File: src/rtl/icache_pkg.sv
//==============================================================================
// Module      : icache_pkg
// Description : Shared geometry defaults, FSM state type and address helpers
//               for the direct-mapped instruction cache.
// Revision    : 1.0 - initial release
//==============================================================================
`default_nettype none

`ifndef ICACHE_INDEX_WIDTH
`define ICACHE_INDEX_WIDTH 4
`endif
`ifndef ICACHE_OFFSET_WIDTH
`define ICACHE_OFFSET_WIDTH 2
`endif

package icache_pkg;

    localparam int ICACHE_DEF_INDEX_WIDTH  = `ICACHE_INDEX_WIDTH;
    localparam int ICACHE_DEF_OFFSET_WIDTH = `ICACHE_OFFSET_WIDTH;
    localparam int ADDR_WIDTH              = 32;
    localparam int WORD_WIDTH              = 32;
    localparam int BYTE_OFFSET_WIDTH       = 2;

    typedef enum logic [0:0] {
        ST_IDLE   = 1'b0,
        ST_REFILL = 1'b1
    } icache_state_e;

    function automatic int tag_width(input int index_width, input int offset_width);
        return ADDR_WIDTH - BYTE_OFFSET_WIDTH - offset_width - index_width;
    endfunction

endpackage

`default_nettype wire

File: src/rtl/icache_array.sv
//==============================================================================
// Module      : icache_array
// Description : Tag/valid and data storage for the instruction cache; one
//               combinational read port and one synchronous write port.
// Revision    : 1.0 - initial release
//==============================================================================
`default_nettype none

module icache_array
    import icache_pkg::*;
#(
    parameter int INDEX_WIDTH  = ICACHE_DEF_INDEX_WIDTH,
    parameter int OFFSET_WIDTH = ICACHE_DEF_OFFSET_WIDTH,
    parameter int TAG_WIDTH    = tag_width(ICACHE_DEF_INDEX_WIDTH, ICACHE_DEF_OFFSET_WIDTH)
) (
    input  logic                    clk_in,
    input  logic                    rst_n_in,
    input  logic [INDEX_WIDTH-1:0]  rd_index,
    input  logic [OFFSET_WIDTH-1:0] rd_offset,
    output logic                    rd_valid,
    output logic [TAG_WIDTH-1:0]    rd_tag,
    output logic [WORD_WIDTH-1:0]   rd_data,
    input  logic                    wr_data_en,
    input  logic [INDEX_WIDTH-1:0]  wr_index,
    input  logic [OFFSET_WIDTH-1:0] wr_offset,
    input  logic [WORD_WIDTH-1:0]   wr_data,
    input  logic                    wr_tag_en,
    input  logic [TAG_WIDTH-1:0]    wr_tag
);

    localparam int LINES = 1 << INDEX_WIDTH;
    localparam int WORDS = 1 << (INDEX_WIDTH + OFFSET_WIDTH);

    logic [TAG_WIDTH-1:0]  tag_mem  [LINES];
    logic [WORD_WIDTH-1:0] data_mem [WORDS];
    logic [LINES-1:0]      valid_q;
    logic [LINES-1:0]      valid_d;

    always_comb begin
        valid_d = valid_q;
        if (wr_tag_en) begin
            valid_d[wr_index] = 1'b1;
        end
    end

    // Only the valid bits need clearing; stale tags/data are masked by them.
    always_ff @(posedge clk_in or negedge rst_n_in) begin
        if (!rst_n_in) begin
            valid_q <= '0;
        end else begin
            valid_q <= valid_d;
        end
    end

    always_ff @(posedge clk_in) begin
        if (wr_data_en) begin
            data_mem[{wr_index, wr_offset}] <= wr_data;
        end
        if (wr_tag_en) begin
            tag_mem[wr_index] <= wr_tag;
        end
    end

    assign rd_valid = valid_q[rd_index];
    assign rd_tag   = tag_mem[rd_index];
    assign rd_data  = data_mem[{rd_index, rd_offset}];

endmodule

`default_nettype wire

File: src/rtl/icache.sv
//==============================================================================
// Module      : icache
// Description : Direct-mapped read-only instruction cache; 1-cycle hits,
//               whole-line sequential refill from the memory controller.
// Revision    : 1.0 - initial release
//==============================================================================
`default_nettype none

module icache
    import icache_pkg::*;
#(
    parameter int INDEX_WIDTH  = ICACHE_DEF_INDEX_WIDTH,
    parameter int OFFSET_WIDTH = ICACHE_DEF_OFFSET_WIDTH
) (
    input  logic                  clk_in,
    input  logic                  rst_n_in,
    input  logic                  rdy_in,
    input  logic                  fe_en,
    input  logic [ADDR_WIDTH-1:0] fe_addr,
    output logic                  fe_rdy,
    output logic [WORD_WIDTH-1:0] fe_data,
    output logic                  mem_en,
    output logic [ADDR_WIDTH-1:0] mem_addr,
    input  logic                  mem_rdy,
    input  logic [WORD_WIDTH-1:0] mem_data
);

    localparam int TAG_WIDTH = tag_width(INDEX_WIDTH, OFFSET_WIDTH);
    localparam int WADDR_WIDTH = ADDR_WIDTH - BYTE_OFFSET_WIDTH;
    localparam logic [OFFSET_WIDTH-1:0] LAST_WORD = '1;

    icache_state_e             state_q,      state_d;
    logic [OFFSET_WIDTH-1:0]   counter_q,    counter_d;
    logic [TAG_WIDTH-1:0]      tag_q,        tag_d;
    logic [INDEX_WIDTH-1:0]    index_q,      index_d;
    logic                      mem_en_q,     mem_en_d;
    logic [ADDR_WIDTH-1:0]     mem_addr_q,   mem_addr_d;
    logic                      resp_valid_q, resp_valid_d;
    logic [WADDR_WIDTH-1:0]    resp_addr_q,  resp_addr_d;
    logic [WORD_WIDTH-1:0]     resp_data_q,  resp_data_d;

    logic [TAG_WIDTH-1:0]      fe_tag;
    logic [INDEX_WIDTH-1:0]    fe_index;
    logic [OFFSET_WIDTH-1:0]   fe_offset;
    logic                      rd_valid;
    logic [TAG_WIDTH-1:0]      rd_tag;
    logic [WORD_WIDTH-1:0]     rd_data;
    logic                      lookup_hit;
    logic                      wr_data_en;
    logic                      wr_tag_en;
    logic                      unused_byte_bits;

    assign fe_offset        = fe_addr[BYTE_OFFSET_WIDTH +: OFFSET_WIDTH];
    assign fe_index         = fe_addr[BYTE_OFFSET_WIDTH + OFFSET_WIDTH +: INDEX_WIDTH];
    assign fe_tag           = fe_addr[ADDR_WIDTH-1 -: TAG_WIDTH];
    assign unused_byte_bits = ^fe_addr[BYTE_OFFSET_WIDTH-1:0];

    icache_array #(
        .INDEX_WIDTH  (INDEX_WIDTH),
        .OFFSET_WIDTH (OFFSET_WIDTH),
        .TAG_WIDTH    (TAG_WIDTH)
    ) u_array (
        .clk_in     (clk_in),
        .rst_n_in   (rst_n_in),
        .rd_index   (fe_index),
        .rd_offset  (fe_offset),
        .rd_valid   (rd_valid),
        .rd_tag     (rd_tag),
        .rd_data    (rd_data),
        .wr_data_en (wr_data_en),
        .wr_index   (index_q),
        .wr_offset  (counter_q),
        .wr_data    (mem_data),
        .wr_tag_en  (wr_tag_en),
        .wr_tag     (tag_q)
    );

    assign lookup_hit = rd_valid && (rd_tag == fe_tag);

    always_comb begin
        state_d      = state_q;
        counter_d    = counter_q;
        tag_d        = tag_q;
        index_d      = index_q;
        mem_en_d     = mem_en_q;
        mem_addr_d   = mem_addr_q;
        resp_valid_d = resp_valid_q;
        resp_addr_d  = resp_addr_q;
        resp_data_d  = resp_data_q;
        wr_data_en   = 1'b0;
        wr_tag_en    = 1'b0;

        if (rdy_in) begin
            case (state_q)
                ST_IDLE: begin
                    resp_valid_d = 1'b0;
                    if (fe_en) begin
                        if (lookup_hit) begin
                            resp_valid_d = 1'b1;
                            resp_addr_d  = fe_addr[ADDR_WIDTH-1:BYTE_OFFSET_WIDTH];
                            resp_data_d  = rd_data;
                        end else begin
                            tag_d     = fe_tag;
                            index_d   = fe_index;
                            counter_d = '0;
                            state_d   = ST_REFILL;
                        end
                    end
                end
                ST_REFILL: begin
                    // Every word is preceded by one idle cycle with mem_en low.
                    if (!mem_en_q) begin
                        mem_en_d   = 1'b1;
                        mem_addr_d = {tag_q, index_q, counter_q, {BYTE_OFFSET_WIDTH{1'b0}}};
                    end else if (mem_rdy) begin
                        wr_data_en = 1'b1;
                        mem_en_d   = 1'b0;
                        counter_d  = counter_q + 1'b1;
                        if (counter_q == LAST_WORD) begin
                            wr_tag_en = 1'b1;
                            state_d   = ST_IDLE;
                        end
                    end
                end
                default: state_d = ST_IDLE;
            endcase
        end
    end

    always_ff @(posedge clk_in or negedge rst_n_in) begin
        if (!rst_n_in) begin
            state_q      <= ST_IDLE;
            counter_q    <= '0;
            tag_q        <= '0;
            index_q      <= '0;
            mem_en_q     <= 1'b0;
            mem_addr_q   <= '0;
            resp_valid_q <= 1'b0;
            resp_addr_q  <= '0;
            resp_data_q  <= '0;
        end else begin
            state_q      <= state_d;
            counter_q    <= counter_d;
            tag_q        <= tag_d;
            index_q      <= index_d;
            mem_en_q     <= mem_en_d;
            mem_addr_q   <= mem_addr_d;
            resp_valid_q <= resp_valid_d;
            resp_addr_q  <= resp_addr_d;
            resp_data_q  <= resp_data_d;
        end
    end

    // Gating with the live request drops any response whose fetch has moved on.
    assign fe_rdy   = resp_valid_q && fe_en &&
                      (fe_addr[ADDR_WIDTH-1:BYTE_OFFSET_WIDTH] == resp_addr_q);
    assign fe_data  = resp_data_q;
    assign mem_en   = mem_en_q;
    assign mem_addr = mem_addr_q;

endmodule

`default_nettype wire
File: config.mk
export PLATFORM = sky130hd
export DESIGN_NAME = icache
export DESIGN_NICKNAME = d
export VERILOG_FILES = /design/src/rtl/icache_pkg.sv /design/src/rtl/icache_array.sv /design/src/rtl/icache.sv
export SDC_FILE = /design/constraint.sdc
export NUM_CORES = 2
export LEC_CHECK = 0
export ABC_CLOCK_PERIOD_IN_PS = 4700
export BUFFER_PORTS_ARGS = -buffer_cell sky130_fd_sc_hd__clkbuf_2
export CELL_PAD_IN_SITES_DETAIL_PLACEMENT = 0
export CELL_PAD_IN_SITES_GLOBAL_PLACEMENT = 2
export CORE_ASPECT_RATIO = 0.7
export CORE_MARGIN = 8
export CORE_UTILIZATION = 45
export CTS_CLUSTER_SIZE = 16
export DETAILED_ROUTE_END_ITERATION = 8
export PLACE_DENSITY = 0.73
export SLEW_MARGIN = 30
export SYNTH_ARGS = -nofsm -noshare
export SYNTH_HDL_FRONTEND = slang
export SYNTH_SLANG_ARGS = --single-unit
File: constraint.sdc
create_clock -name clk_in -period 4.7 [get_ports clk_in]
set_clock_uncertainty 0.05 [all_clocks]
set_input_delay 0.94 -clock clk_in [delete_from_list [all_inputs] [get_ports clk_in]]
set_output_delay 0.94 -clock clk_in [all_outputs]
set_load 0.02 [all_outputs]
Word-level counts from Yosys, hierarchy flattened
Memories as Yosys holds them, arrays and structs flattened. A register that Yosys moved wholly into a read port is not among the register bits. Index checks and enable logic that the tools add are counted.

Logic and storage cells: 69. Input port bits: 69. Bits in writable memories: 2432. Flip-flop bits (word level): 109. Memories: 2. Output and inout bits: 66.

Memories: u_array.data_mem (words 64, bits a word 32, rd ports 1, clocked after Yosys merged registers in 1, write ports 1, RTL line icache_array.sv:35) `logic [WORD_WIDTH-1:0] data_mem [WORDS];`; u_array.tag_mem (words 16, bits a word 24, rd ports 1, clocked after Yosys merged registers in 0, write ports 1, RTL line icache_array.sv:34) `logic [TAG_WIDTH-1:0] tag_mem [LINES];`.

Add/sub/neg operators: 1. Muxes and demuxes: 32. Bitwise gates (word level): 4. Reduce and logical (&&, ||, !) cells: 11. Magnitude comparators: 3. Eq/ne operators: 7.

Operator list (number): $eq A30 B30 Y1 (1); $eq A24 B24 Y1 (1); $mux W1 (24); $or A16 B16 Y16 (1); $lt A4 B5 Y1 const B (2); $mux W2 (4); $reduce_and A4 Y1 (2); $ne A2 B2 Y1 const B (3); $reduce_and A5 Y1 (1); $bmux W1 S4 (1); $demux W1 S4 (1); $ge A4 B1 Y1 const B (1); $logic_and A1 B1 Y1 (4); $pmux W2 S2 (1); $reduce_and A2 Y1 (2); $not A1 Y1 (3); $reduce_and A3 Y1 (1); $add A2 B1 Y2 const B (1); $eq A2 B2 Y1 const B (1); $ne A2 B1 Y1 const B (1); $pmux W1 S2 (1); $logic_not A1 Y1 (1).

Depth between registers and ports, before layout
Word-level depth: 8. Mapped depth: 14. Gate-level depth less buffers: 8.

By module
Synthesis repeated with hierarchy kept, for this count alone.

Cells, all modules: 4314. Area, all modules: 98857.3 um^2.

By module, submodules not included: icache_array (cells each 3954, seq. area each 73430.4 um^2, instances 1, area each 93462.1 um^2); icache (cells each 360, seq. area each 3128.0 um^2, instances 1, area each 5395.2 um^2).

Worst setup path before layout
OpenSTA, ideal clock, no wires.

Path kind: input-to-output. Start: input port fe_addr[6]. End: output port fe_rdy. Cell stages on the path: 12. Path buffers: 8. Required time: 3710 ps. Setup slack: -168 ps. Data arrival time: 3878 ps. Cells stage by stage: buf_4 -> buf_6 -> buf_4 -> buf_2 -> buf_2 -> buf_2 -> clkbuf_1 -> clkbuf_1 -> xor2_1 -> nor4_1 -> nand4_1 -> nor4_1.

Cells in the longest elaborated chain, start to end: 2.

RTL lines: start: declaration (RTL line icache.sv:19) `input logic [ADDR_WIDTH-1:0] fe_addr,`; $eq A30 B30 Y1 (RTL line icache.sv:156) `(fe_addr[ADDR_WIDTH-1:BYTE_OFFSET_WIDTH] == resp_addr_q);`; $logic_and A1 B1 Y1 (RTL line icache.sv:155) `assign fe_rdy = resp_valid_q && fe_en &&`; end: declaration (RTL line icache.sv:20) `output logic fe_rdy,`.

Every way passes these cells.

Final worst setup path
Start: input port fe_addr[6]. End: register resp_data_q[29] (netlist: fe_data[29]) (read register of u_array.data_mem).

Cells in the longest elaborated chain, start to end: 4. Elaborated cells on any way between the ends: 6. Classes of those cells: 1 x eq/ne; 2 x mux; 2 x reduce/logical; 1 x memory.

RTL lines: $mem_v2 Z16 W24 / $bmux W1 S4 (equally long branches); $eq A24 B24 Y1 / $mux W1 (equally long branches) (RTL line icache.sv:78, icache_array.sv:64); $logic_and A1 B1 Y1 (RTL line icache.sv:78) `assign lookup_hit = rd_valid && (rd_tag == fe_tag);`; $reduce_and A4 Y1 (no line); end: declaration (RTL line icache.sv:40) `logic [WORD_WIDTH-1:0] resp_data_q, resp_data_d;`.

Several ways; a longest one is shown, not always the timed one. The select of a mux whose other input is x is not followed. A chain may end at the register's enable or synchronous reset.

==> impl_metrics.env <==
export IMPL_routabilityCongestion=0.778
export IMPL_cts_buffers=234
export IMPL_rows=143
export IMPL_grt_pass1_wl_mm=359
export IMPL_ys_ff_latch=2573
export IMPL_required_ns=5.38
export IMPL_ir_drop_mv=0.281
export IMPL_nFillCells=16759
export IMPL_wl_mm=254
export IMPL_finalSetupViolCount=0
export IMPL_finalCritPeriodShare=0.887
export IMPL_cts_buffer_depth=4
export IMPL_final_core_util=0.517
export IMPL_cts_sinks=2573
export IMPL_cts_setup_buffers=0
export IMPL_grt_ovfl_total=0
export IMPL_cp_data_arrival_time_ns=4.85
export IMPL_grt_max_degree=75
export IMPL_synthToLayoutAreaGrowth_pct=14.1
export IMPL_yosys_top_cells_count="2432 x edfxtp_1, 754 x mux4_2, 148 x clkbuf_1, 141 x dfrtp_1, 87 x nor2_1"
export IMPL_syn_area_um2=98500
export IMPL_wire_per_inst_um=33.7
export IMPL_drive_gt1_frac=0.351
export IMPL_drv_slew=0
export IMPL_place_port_buffers=130
export IMPL_fp_coreArea_um2=217000
export IMPL_cts_root_buf="clkbuf_16"
export IMPL_syn_inst=4050
export IMPL_worstSetupPathType="in -> reg"
export IMPL_power_leakage_nw=35.9
export IMPL_yosysMostFrequentCell="edfxtp_1"
export IMPL_dp_cells=7116
export IMPL_p_per_area_nw_per_um2=434
export IMPL_period_minus_slack_ns=4.17
export IMPL_initial_core_util=0.453
export IMPL_ioPinCount=135
export IMPL_yosys_cell_types_count=51
export IMPL_drc=0
export IMPL_cts_resized=0
export IMPL_rsz0062_at_grt="no"
export IMPL_finalNetCount=4522
export IMPL_ant_nets=0
export IMPL_drt_iter0_drc=5721
export IMPL_grtUsageTotal=0.214
export IMPL_slew_headroom=0.323
export IMPL_firstDrtPassIters=8
export IMPL_outcome="complete, no violations"
export IMPL_vias=45645
export IMPL_crit_fanout=33
export IMPL_hold_path_class="in -> async"
export IMPL_cp_start_kind="input pin"
export IMPL_async_flop_share=0.0548
export IMPL_synth_area_leaders="edfxtp_1 74%, mux4_2 17%, dfrtp_1 3.6%"
export IMPL_avgSynthCellArea_um2=24.3
export IMPL_hold_buffers=0
export IMPL_hold_viol_final=0
export IMPL_worstMarginPinSlew_ns=1.02
export IMPL_post_dp_hpwl_mm=148
export IMPL_die_x_um=575
export IMPL_path_clk_slew_ns=0.07
export IMPL_antenna_found_initial=23
export IMPL_fmax_mhz=240
export IMPL_grt_pass1_vias=45684
export IMPL_cts_tree="done"
export IMPL_ys_flop_type="edfxtp_1"
export IMPL_yosysTopAreaCellShare=0.741
export IMPL_post_drt_via_cell_ratio=6.04
export IMPL_end_kind="flop"
export IMPL_synth_seq_area_share=0.777
export IMPL_fin_cells=7552
export IMPL_clk_latency_ns=0.90
export IMPL_die_y_um=407
export IMPL_synth_edf_count=2432
export IMPL_yosys_warnings=0
export IMPL_drv_cap=0
export IMPL_die_area_um2=234000
export IMPL_yosysTopAreaCell="edfxtp_1"
export IMPL_h_tree_depth=4
## registers in the layout (all words and copies together), names as in the netlist, 4 cells and up
name              flops
fe_data              32
index_q               4
mem_addr             30
resp_addr_q          30
tag_q                24
u_array.data_mem   2048
u_array.tag_mem     384
u_array.valid_q      16
## cell usage in the layout, fill, tap and decap left out, types with 23 or more instances in the layout
master and n:
nor2_4 73, clkbuf_16 236, clkinv_2 46, buf_4 197, mux2i_1 61, xnor2_1 30
mux2_1 50, xor2_1 28, clkbuf_1 54, mux4_2 754, buf_12 50, dfrtp_1 141
clkbuf_4 25, mux2_2 80, edfxtp_1 2432, nand2_1 23, clkbuf_2 96, clkinv_1 55
## per-layer routing
| layer | track usage | wire, µm | vias up |
|---|---|---|---|
| met1 | 0.328 | 112000 | 25171 |
| li1 | - | - | 18189 |
| met3 | 0.0548 | 24000 | 278 |
| met5 | 0 | 40 | - |
| met2 | 0.315 | 114000 | 2001 |
| met4 | 0.0379 | 4190 | 6 |
## through the flow
step | TNS [ns] | power [mW] | instance area [µm²] | hold slack [ns] | setup slack (ns)
after floorplan | 0 | 29.0 | 98500 | 0.384 | 0.0362
after global placement | -20.73 | 30.7 | 105000 | 0.396 | -0.291
after detailed placement | -12.85 | 30.8 | 105000 | 0.398 | -0.212
after CTS | 0 | 49.1 | 112000 | 0.0650 | 0.659
after global routing | 0 | 50.2 | 112000 | 0.104 | 0.498
final | 0 | 48.7 | 112000 | 0.0763 | 0.531
## worst max-delay path: stages
cell       delay (ns)
buf_8            0.13
buf_12           0.24
nor2b_1          0.39
a22oi_1          0.15
and4b_1          0.21
nor4b_1          0.79
buf_4            0.28
o2111ai_1        0.10
or3_1            0.49
nor4_4           0.44
buf_12           0.28
mux2_2           0.36
## cells by family (layout without fill, tap and decap cells)
kind of cell             after synthesis  in the layout  share of synthesized area
XOR/XNOR                              58             58                    0.00516
buffers and inverters                213            805                    0.00958
multiplexers                         945            945                      0.193
other                                  1             11                  0.0000381
adder cells (fa/ha/maj)                1              1                   0.000127
flip-flops                          2573           2573                      0.777
AO/OA/AOI/OAI                         43             43                    0.00335
AND/OR/NAND/NOR                      216            216                     0.0110
## power breakdown
group,switching (mW),internal [mW]
clock network,8.29,10.1
registers,0.773,26.1
logic,2.05,1.39
## worst paths after layout
kind	start	slack, ns	cells past startpoint	end
min in group clk_in	fe_addr[19]	0.33	2	resp_addr_q[17]
setup reg to reg	u_array.tag_mem[10][4]	0.88	10	fe_data[29]
hold / removal	rst_n_in	0.08	1	tag_q[13]
max in group asynchronous	rst_n_in	3.64	2	tag_q[10]
setup / recovery	fe_addr[6]	0.53	12	fe_data[29]
hold reg to reg	u_array.valid_q[4]	0.41	1	u_array.valid_q[4]
## final cells by class
type | count | area [µm²] | area share
Multi-Input combinational cell | 1265 | 21600 | 0.192
Sequential cell | 2573 | 76600 | 0.681
Inverter | 2 | 7.51 | 0.0000668
Tap cell | 2900 | 3630 | 0.0323
Clock buffer | 293 | 6150 | 0.0547
Timing Repair Buffer | 376 | 3290 | 0.0292
Antenna cell | 9 | 22.5 | 0.000200
Clock inverter | 134 | 1120 | 0.00995
(Power assumes the default switching activity.)
